$ cat config.mk
export PLATFORM = sky130hd
export DESIGN_NAME = uart_tx_fifo_flat
export DESIGN_NICKNAME = d
export VERILOG_FILES = /design/src/rtl/uart_tx_fifo_if.sv /design/src/rtl/uart_tx_fifo.sv /design/src/flat_wrapper.sv
export SDC_FILE = /design/constraint.sdc
export NUM_CORES = 1
export LEC_CHECK = 0
export ABC_AREA = 1
export BUFFER_PORTS_ARGS = -buffer_cell sky130_fd_sc_hd__buf_2
export CAP_MARGIN = 5
export CORE_MARGIN = 8
export CORE_UTILIZATION = 35
export CTS_CLUSTER_DIAMETER = 60
export CTS_CLUSTER_SIZE = 30
export DETAILED_ROUTE_END_ITERATION = 8
export PLACE_DENSITY = 0.51
export SYNTH_ARGS = -nofsm -noshare
export SYNTH_HDL_FRONTEND = slang
export SYNTH_SLANG_ARGS = --single-unit
$ cat constraint.sdc
create_clock -name i_Clock -period 7.3 [get_ports i_Clock]
set_clock_uncertainty 0.2 [all_clocks]
set_input_delay 1.095 -clock i_Clock [delete_from_list [all_inputs] [get_ports i_Clock]]
set_output_delay 1.095 -clock i_Clock [all_outputs]
set_load 0.005 [all_outputs]
$ cat src/rtl/uart_tx_fifo_if.sv
// Byte-queue handshake between the bus side and the UART transmitter.
// The bus side drives the write strobe and byte; the transmitter reports space and fill level.
interface uart_tx_fifo_if #(
  parameter int FIFO_DEPTH = 4
);
  localparam int COUNT_W = $clog2(FIFO_DEPTH) + 1;

  logic               i_Tx_DV;
  logic [7:0]         i_Tx_Byte;
  logic               o_Tx_Ready;
  logic [COUNT_W-1:0] o_Fifo_Count;

  modport master (
    output i_Tx_DV,
    output i_Tx_Byte,
    input  o_Tx_Ready,
    input  o_Fifo_Count
  );

  modport slave (
    input  i_Tx_DV,
    input  i_Tx_Byte,
    output o_Tx_Ready,
    output o_Fifo_Count
  );
endinterface

$ cat src/rtl/uart_tx_fifo.sv
// 8N1 UART transmitter fed by a small byte FIFO.
// Frames go out back-to-back while bytes are queued, with no idle gap between them.
module uart_tx_fifo #(
  parameter int CLKS_PER_BIT = 217,
  parameter int FIFO_DEPTH   = 4
) (
  input  logic          i_Clock,
  input  logic          reset,
  uart_tx_fifo_if.slave bus,
  output logic          o_Tx_Active,
  output logic          o_Tx_Serial,
  output logic          o_Tx_Done
);
  localparam int PTR_W   = $clog2(FIFO_DEPTH);
  localparam int COUNT_W = PTR_W + 1;
  localparam int CLK_W   = (CLKS_PER_BIT > 1) ? $clog2(CLKS_PER_BIT) : 1;
  localparam logic [CLK_W-1:0]   LAST_CLK   = CLK_W'(CLKS_PER_BIT - 1);
  localparam logic [COUNT_W-1:0] FULL_COUNT = COUNT_W'(FIFO_DEPTH);

  typedef enum logic [1:0] {
    IDLE,
    START,
    DATA,
    STOP
  } tx_state_t;

  tx_state_t          state;
  logic [7:0]         fifo_mem [FIFO_DEPTH];
  logic [PTR_W-1:0]   wr_ptr;
  logic [PTR_W-1:0]   rd_ptr;
  logic [COUNT_W-1:0] count;
  logic [CLK_W-1:0]   clk_cnt;
  logic [2:0]         bit_idx;
  logic [7:0]         shift_reg;
  logic               push;
  logic               pop;
  logic               fifo_empty;
  logic               bit_end;

  // The FSM pops in IDLE, or on the last stop-bit edge to chain the next frame.
  assign fifo_empty       = (count == '0);
  assign bit_end          = (clk_cnt == LAST_CLK);
  assign push             = bus.i_Tx_DV && (count != FULL_COUNT);
  assign pop              = !fifo_empty && ((state == IDLE) || ((state == STOP) && bit_end));
  assign bus.o_Tx_Ready   = (count != FULL_COUNT);
  assign bus.o_Fifo_Count = count;

  always_ff @(posedge i_Clock) begin
    if (push) begin
      fifo_mem[wr_ptr] <= bus.i_Tx_Byte;
    end
  end

  always_ff @(posedge i_Clock or negedge reset) begin
    if (!reset) begin
      wr_ptr <= '0;
      rd_ptr <= '0;
      count  <= '0;
    end else begin
      if (push) begin
        wr_ptr <= wr_ptr + PTR_W'(1);
      end
      if (pop) begin
        rd_ptr <= rd_ptr + PTR_W'(1);
      end
      if (push && !pop) begin
        count <= count + COUNT_W'(1);
      end else if (pop && !push) begin
        count <= count - COUNT_W'(1);
      end
    end
  end

  always_ff @(posedge i_Clock or negedge reset) begin
    if (!reset) begin
      state       <= IDLE;
      clk_cnt     <= '0;
      bit_idx     <= '0;
      shift_reg   <= '0;
      o_Tx_Serial <= 1'b1;
      o_Tx_Active <= 1'b0;
      o_Tx_Done   <= 1'b0;
    end else begin
      o_Tx_Done <= 1'b0;
      case (state)
        IDLE: begin
          o_Tx_Serial <= 1'b1;
          o_Tx_Active <= 1'b0;
          clk_cnt     <= '0;
          if (!fifo_empty) begin
            shift_reg   <= fifo_mem[rd_ptr];
            o_Tx_Serial <= 1'b0;
            o_Tx_Active <= 1'b1;
            state       <= START;
          end
        end
        START: begin
          if (bit_end) begin
            clk_cnt     <= '0;
            bit_idx     <= '0;
            o_Tx_Serial <= shift_reg[0];
            state       <= DATA;
          end else begin
            clk_cnt <= clk_cnt + CLK_W'(1);
          end
        end
        DATA: begin
          if (bit_end) begin
            clk_cnt <= '0;
            if (bit_idx == 3'd7) begin
              o_Tx_Serial <= 1'b1;
              state       <= STOP;
            end else begin
              bit_idx     <= bit_idx + 3'd1;
              o_Tx_Serial <= shift_reg[bit_idx + 3'd1];
            end
          end else begin
            clk_cnt <= clk_cnt + CLK_W'(1);
          end
        end
        STOP: begin
          if (bit_end) begin
            clk_cnt   <= '0;
            o_Tx_Done <= 1'b1;
            // A queued byte starts immediately so consecutive frames abut.
            if (!fifo_empty) begin
              shift_reg   <= fifo_mem[rd_ptr];
              o_Tx_Serial <= 1'b0;
              state       <= START;
            end else begin
              o_Tx_Active <= 1'b0;
              state       <= IDLE;
            end
          end else begin
            clk_cnt <= clk_cnt + CLK_W'(1);
          end
        end
        default: begin
          state       <= IDLE;
          clk_cnt     <= '0;
          o_Tx_Serial <= 1'b1;
          o_Tx_Active <= 1'b0;
        end
      endcase
    end
  end
endmodule

$ cat src/flat_wrapper.sv
// flat-port wrapper written by rule: the top's interface ports become plain ports
module uart_tx_fifo_flat 
#(
  parameter int CLKS_PER_BIT = 217,
  parameter int FIFO_DEPTH   = 4
)
  (i_Clock, reset, o_Tx_Active, o_Tx_Serial, o_Tx_Done, bus_i_Tx_DV, bus_i_Tx_Byte, bus_o_Tx_Ready, bus_o_Fifo_Count);
  uart_tx_fifo_if #(.FIFO_DEPTH(FIFO_DEPTH)) bus_i ();
  input  logic i_Clock;
  input  logic reset;
  output logic o_Tx_Active;
  output logic o_Tx_Serial;
  output logic o_Tx_Done;
  input wire logic [$bits(bus_i.i_Tx_DV)-1:0] bus_i_Tx_DV;
  input wire logic [$bits(bus_i.i_Tx_Byte)-1:0] bus_i_Tx_Byte;
  output wire logic [$bits(bus_i.o_Tx_Ready)-1:0] bus_o_Tx_Ready;
  output wire logic [$bits(bus_i.o_Fifo_Count)-1:0] bus_o_Fifo_Count;
  assign bus_i.i_Tx_DV = bus_i_Tx_DV;
  assign bus_i.i_Tx_Byte = bus_i_Tx_Byte;
  assign bus_o_Tx_Ready = bus_i.o_Tx_Ready;
  assign bus_o_Fifo_Count = bus_i.o_Fifo_Count;
  uart_tx_fifo #(.CLKS_PER_BIT(CLKS_PER_BIT), .FIFO_DEPTH(FIFO_DEPTH)) u_core (.i_Clock(i_Clock), .reset(reset), .bus(bus_i), .o_Tx_Active(o_Tx_Active), .o_Tx_Serial(o_Tx_Serial), .o_Tx_Done(o_Tx_Done));
endmodule
==> flow_summary.ini <==
[logic_synthesis]
netlist-cell-type-count = 34
ys_seq_elements = 63
ys.flop_type = edfxtp_1
synth-edff-count = 32
syn_area_um2 = 2980
syn_inst = 278
syn_nets = 304
synthTopCellsByArea = edfxtp_1 (32%), dfrtp_1 (25%), nor2_1 (6.2%), ha_1 (5.9%), nand2_1 (4.2%)
ys_warn_count = 0
synth_top_area_share_pct = 32.2
yosysTopAreaCell = edfxtp_1
synthArstFlopShare_pct = 49.2
synth-seq-area-share_pct = 58.2
avgSynthCellArea_um2 = 10.7

[finish]
regArea_um2 = 1740
multi_input_area_um2 = 1110
final_core_util_pct = 40.9
drive_above_1_share_pct = 17.3
fill_cells = 827
layout-area-overhead-vs-synth_pct = 13.3
largest_reg_flops = 32
layout.cells.non_filler = 411
finalNetCount = 327
diodes = 0

[drt]
drt_iter0_markers = 92
vias = 1908
drc = 0
routedWlPerCell_um = 12.9
viasPerCell = 4.64
postRouteAntennaNets = 0
dr.pass1.iters = 4
wirelength_mm = 5.28

[clock_tree]
numCtsBuffers = 9
htreeDepth = 3
cts_tree = done
cts_sinks = 63
postCtsSetupRepairBufs = 0
clock_tree.root_cell = clkbuf_8
clk_pin_slew_worst_paths_ns = 0.07
cts-resized-gates = 0
cts-hold-fix-buffers = 0
clockBufferDepth = 2
clock_latency_ns = 0.34

[timing]
tightestPinTransition_ns = 0.772
fin_tns_setup_ns = 0
slew_headroom_pct = 48.3
timing.fmax_mhz = 401
setup_viol = 0
final.min_clock_period_ns = 2.49
drv_slew = 0
rsz0062_at_grt = no
fin_crit_sh_pct = 34.1
hold_viol_final = 0

[worst_setup_path]
cp.required_ns = 7.31
worstRegToRegCells = 10
path_buf_inv = 2
critPathSlowestCell = dfrtp_1
path_cells = ha_1 -> inv_1 -> nor2_4 -> o21ai_4 -> ha_1 -> inv_1 -> fa_1 -> a21oi_1 -> o21ai_0 -> xor2_1
critical_path_depth = 10
end_kind = flip-flop
path_max_fanout = 4
cp.arrival_ns = 2.50
critPathKind = flip-flop to flip-flop
start_kind = flip-flop
slowest_delay_ns = 0.40
crit_family = adder cells

[power_and_ir_drop]
p_int_mw = 0.666
power_frac_clock_pct = 36.0
swShare_pct = 26.4
finalPower_mw = 0.905
power_density_nw_per_um2 = 268
ir_drop_uv = 141
p_comb_share_pct = 14.0
p_seq_share_pct = 50.0
leakage_nw = 1.37
switchingPower_mw = 0.239

[placed_design]
port_buffers = 17
dp_hpwl_mm = 3.69
placedCellCount = 395
routabilityCongestion = 0.774

[floorplanning]
coreArea_um2 = 8260
io_pins = 18
die_x_um = 108
rows = 33
fp.dieArea_um2 = 11700
start_util_pct = 36.1
die_h_um = 108

[grt]
grt_max_degree = 32
grt_usage_pct = 10.2
grt_first_pass_wirelength_mm = 9.44
antenna_found_initial = 0
overflow = 0
grt_pass1_vias = 1999

[outcome]
outcome = finished clean

[hold_path]
hold_depth = 2
hold_class = flip-flop to flip-flop

[run]
max_cap_viol_count = 0
-- cell families (layout without fill, tap and decap cells) --
logic type                 Yosys count  in the layout  synth area share (%)
xor gates and xnor gates             7              7                  2.05
muxes                                1              1                 0.377
buffers and inverters               33             61                  4.61
DFF                                 63             63                  58.2
AOI/OAI and AO/OA                   47             47                  10.1
adders and majority gates           15             15                  6.54
and+or+nand+nor                    112            112                  18.0
-- per-stage QoR --
step / setup WS, ns / hold WS [ns] / instance area (um2)
after floorplan: 4.74 / 0.249 / 2980
after global placement: 4.58 / 0.256 / 3170
after detailed placement: 4.54 / 0.254 / 3170
after CTS: 4.78 / 0.267 / 3380
after global routing: 4.64 / 0.286 / 3380
final: 4.81 / 0.263 / 3380
-- cells in the mapped netlist, types with 2 or more instances --
library cell and instances:
edfxtp_1 32, nand2_2 4, nand3_1 11, ha_1 14, nor3_1 2, o32ai_1 6, o21ai_0 15, o21ai_1 9
xor2_1 4, xnor2_1 3, inv_2 2, buf_4 3, a21oi_1 11, nand2_8 2, inv_1 26, nor2_4 4
nand3b_1 2, buf_2 2, dfrtp_1 30, nand2_1 33, a21oi_4 2, nor2_1 49
-- worst min-delay path, delay by kind of cell (launching register included) --
kind / cells / cell delay (ns)
DFF: 1 / 0.37
and+or+nand+nor: 2 / 0.09
-- metal layers --
| metal | vias up | GRT usage [%] | part of all wire (%) | routed length [um] |
|---|---|---|---|---|
| met5 | - | 0 | 0 | 0 |
| met3 | 5 | 3.69 | 3.0 | 157 |
| met2 | 15 | 16.2 | 46 | 2440 |
| li1 | 978 | - | - | - |
| met4 | 0 | 3.81 | 1.3 | 68 |
| met1 | 910 | 12.4 | 49 | 2610 |
-- power groups by stage --
stage                     Sequential (mW)  Clock, mW  Combinational (mW)
after floorplan                     0.456          0              0.0867
after global placement              0.459          0               0.129
after detailed placement            0.460          0               0.132
after CTS                           0.453      0.337               0.132
after global routing                0.459      0.349               0.149
final                               0.452      0.326               0.127
-- area by class of cell --
class                           instances  share of cell area [%]
Sequential cell                        63                    51.4
Multi-Input combinational cell        182                    32.8
Tap cell                              105                    3.89
Clock buffer                           10                    3.77
Inverter                               28                    3.11
Clock inverter                          6                    2.52
Timing Repair Buffer                   17                    2.52
-- layout by cell type, fill, tap and decap left out, types with 2 or more instances in the layout --
cell / netlist / routed
a21oi_1: 11 / 11
a21oi_4: 2 / 2
buf_2: 2 / 17
bufinv_16: 0 / 2
clkbuf_8: 0 / 9
dfrtp_1: 30 / 30
edfxtp_1: 32 / 32
ha_1: 14 / 14
inv_1: 26 / 26
inv_2: 2 / 2
nand2_1: 33 / 33
nand2_2: 4 / 4
nand2_8: 2 / 2
nand3_1: 11 / 11
nand3b_1: 2 / 2
nor2_1: 49 / 49
nor2_4: 4 / 4
nor3_1: 2 / 2
o21ai_0: 15 / 15
o21ai_1: 9 / 9
o32ai_1: 6 / 6
xnor2_1: 3 / 3
xor2_1: 4 / 4
-- path summary, 6_finish.rpt --
check	from	end	slack (ns)
worst min register to register	u_core.o_Tx_Serial$_DFFE_PN1P_	u_core.o_Tx_Serial$_DFFE_PN1P_	0.26
worst max-delay path	u_core.state[0]$_DFFE_PN0P_	u_core.bus.o_Fifo_Count[2]$_DFFE_PN0P_	4.81
min in group asynchronous	reset	u_core.clk_cnt[7]$_DFF_PN0_	0.61
worst min-delay path	u_core.o_Tx_Serial$_DFFE_PN1P_	u_core.o_Tx_Serial$_DFFE_PN1P_	0.26
max in group asynchronous	reset	u_core.bus.o_Fifo_Count[2]$_DFFE_PN0P_	5.83
worst max register to register	u_core.state[0]$_DFFE_PN0P_	u_core.bus.o_Fifo_Count[2]$_DFFE_PN0P_	4.81
(Power assumes the default switching activity.)
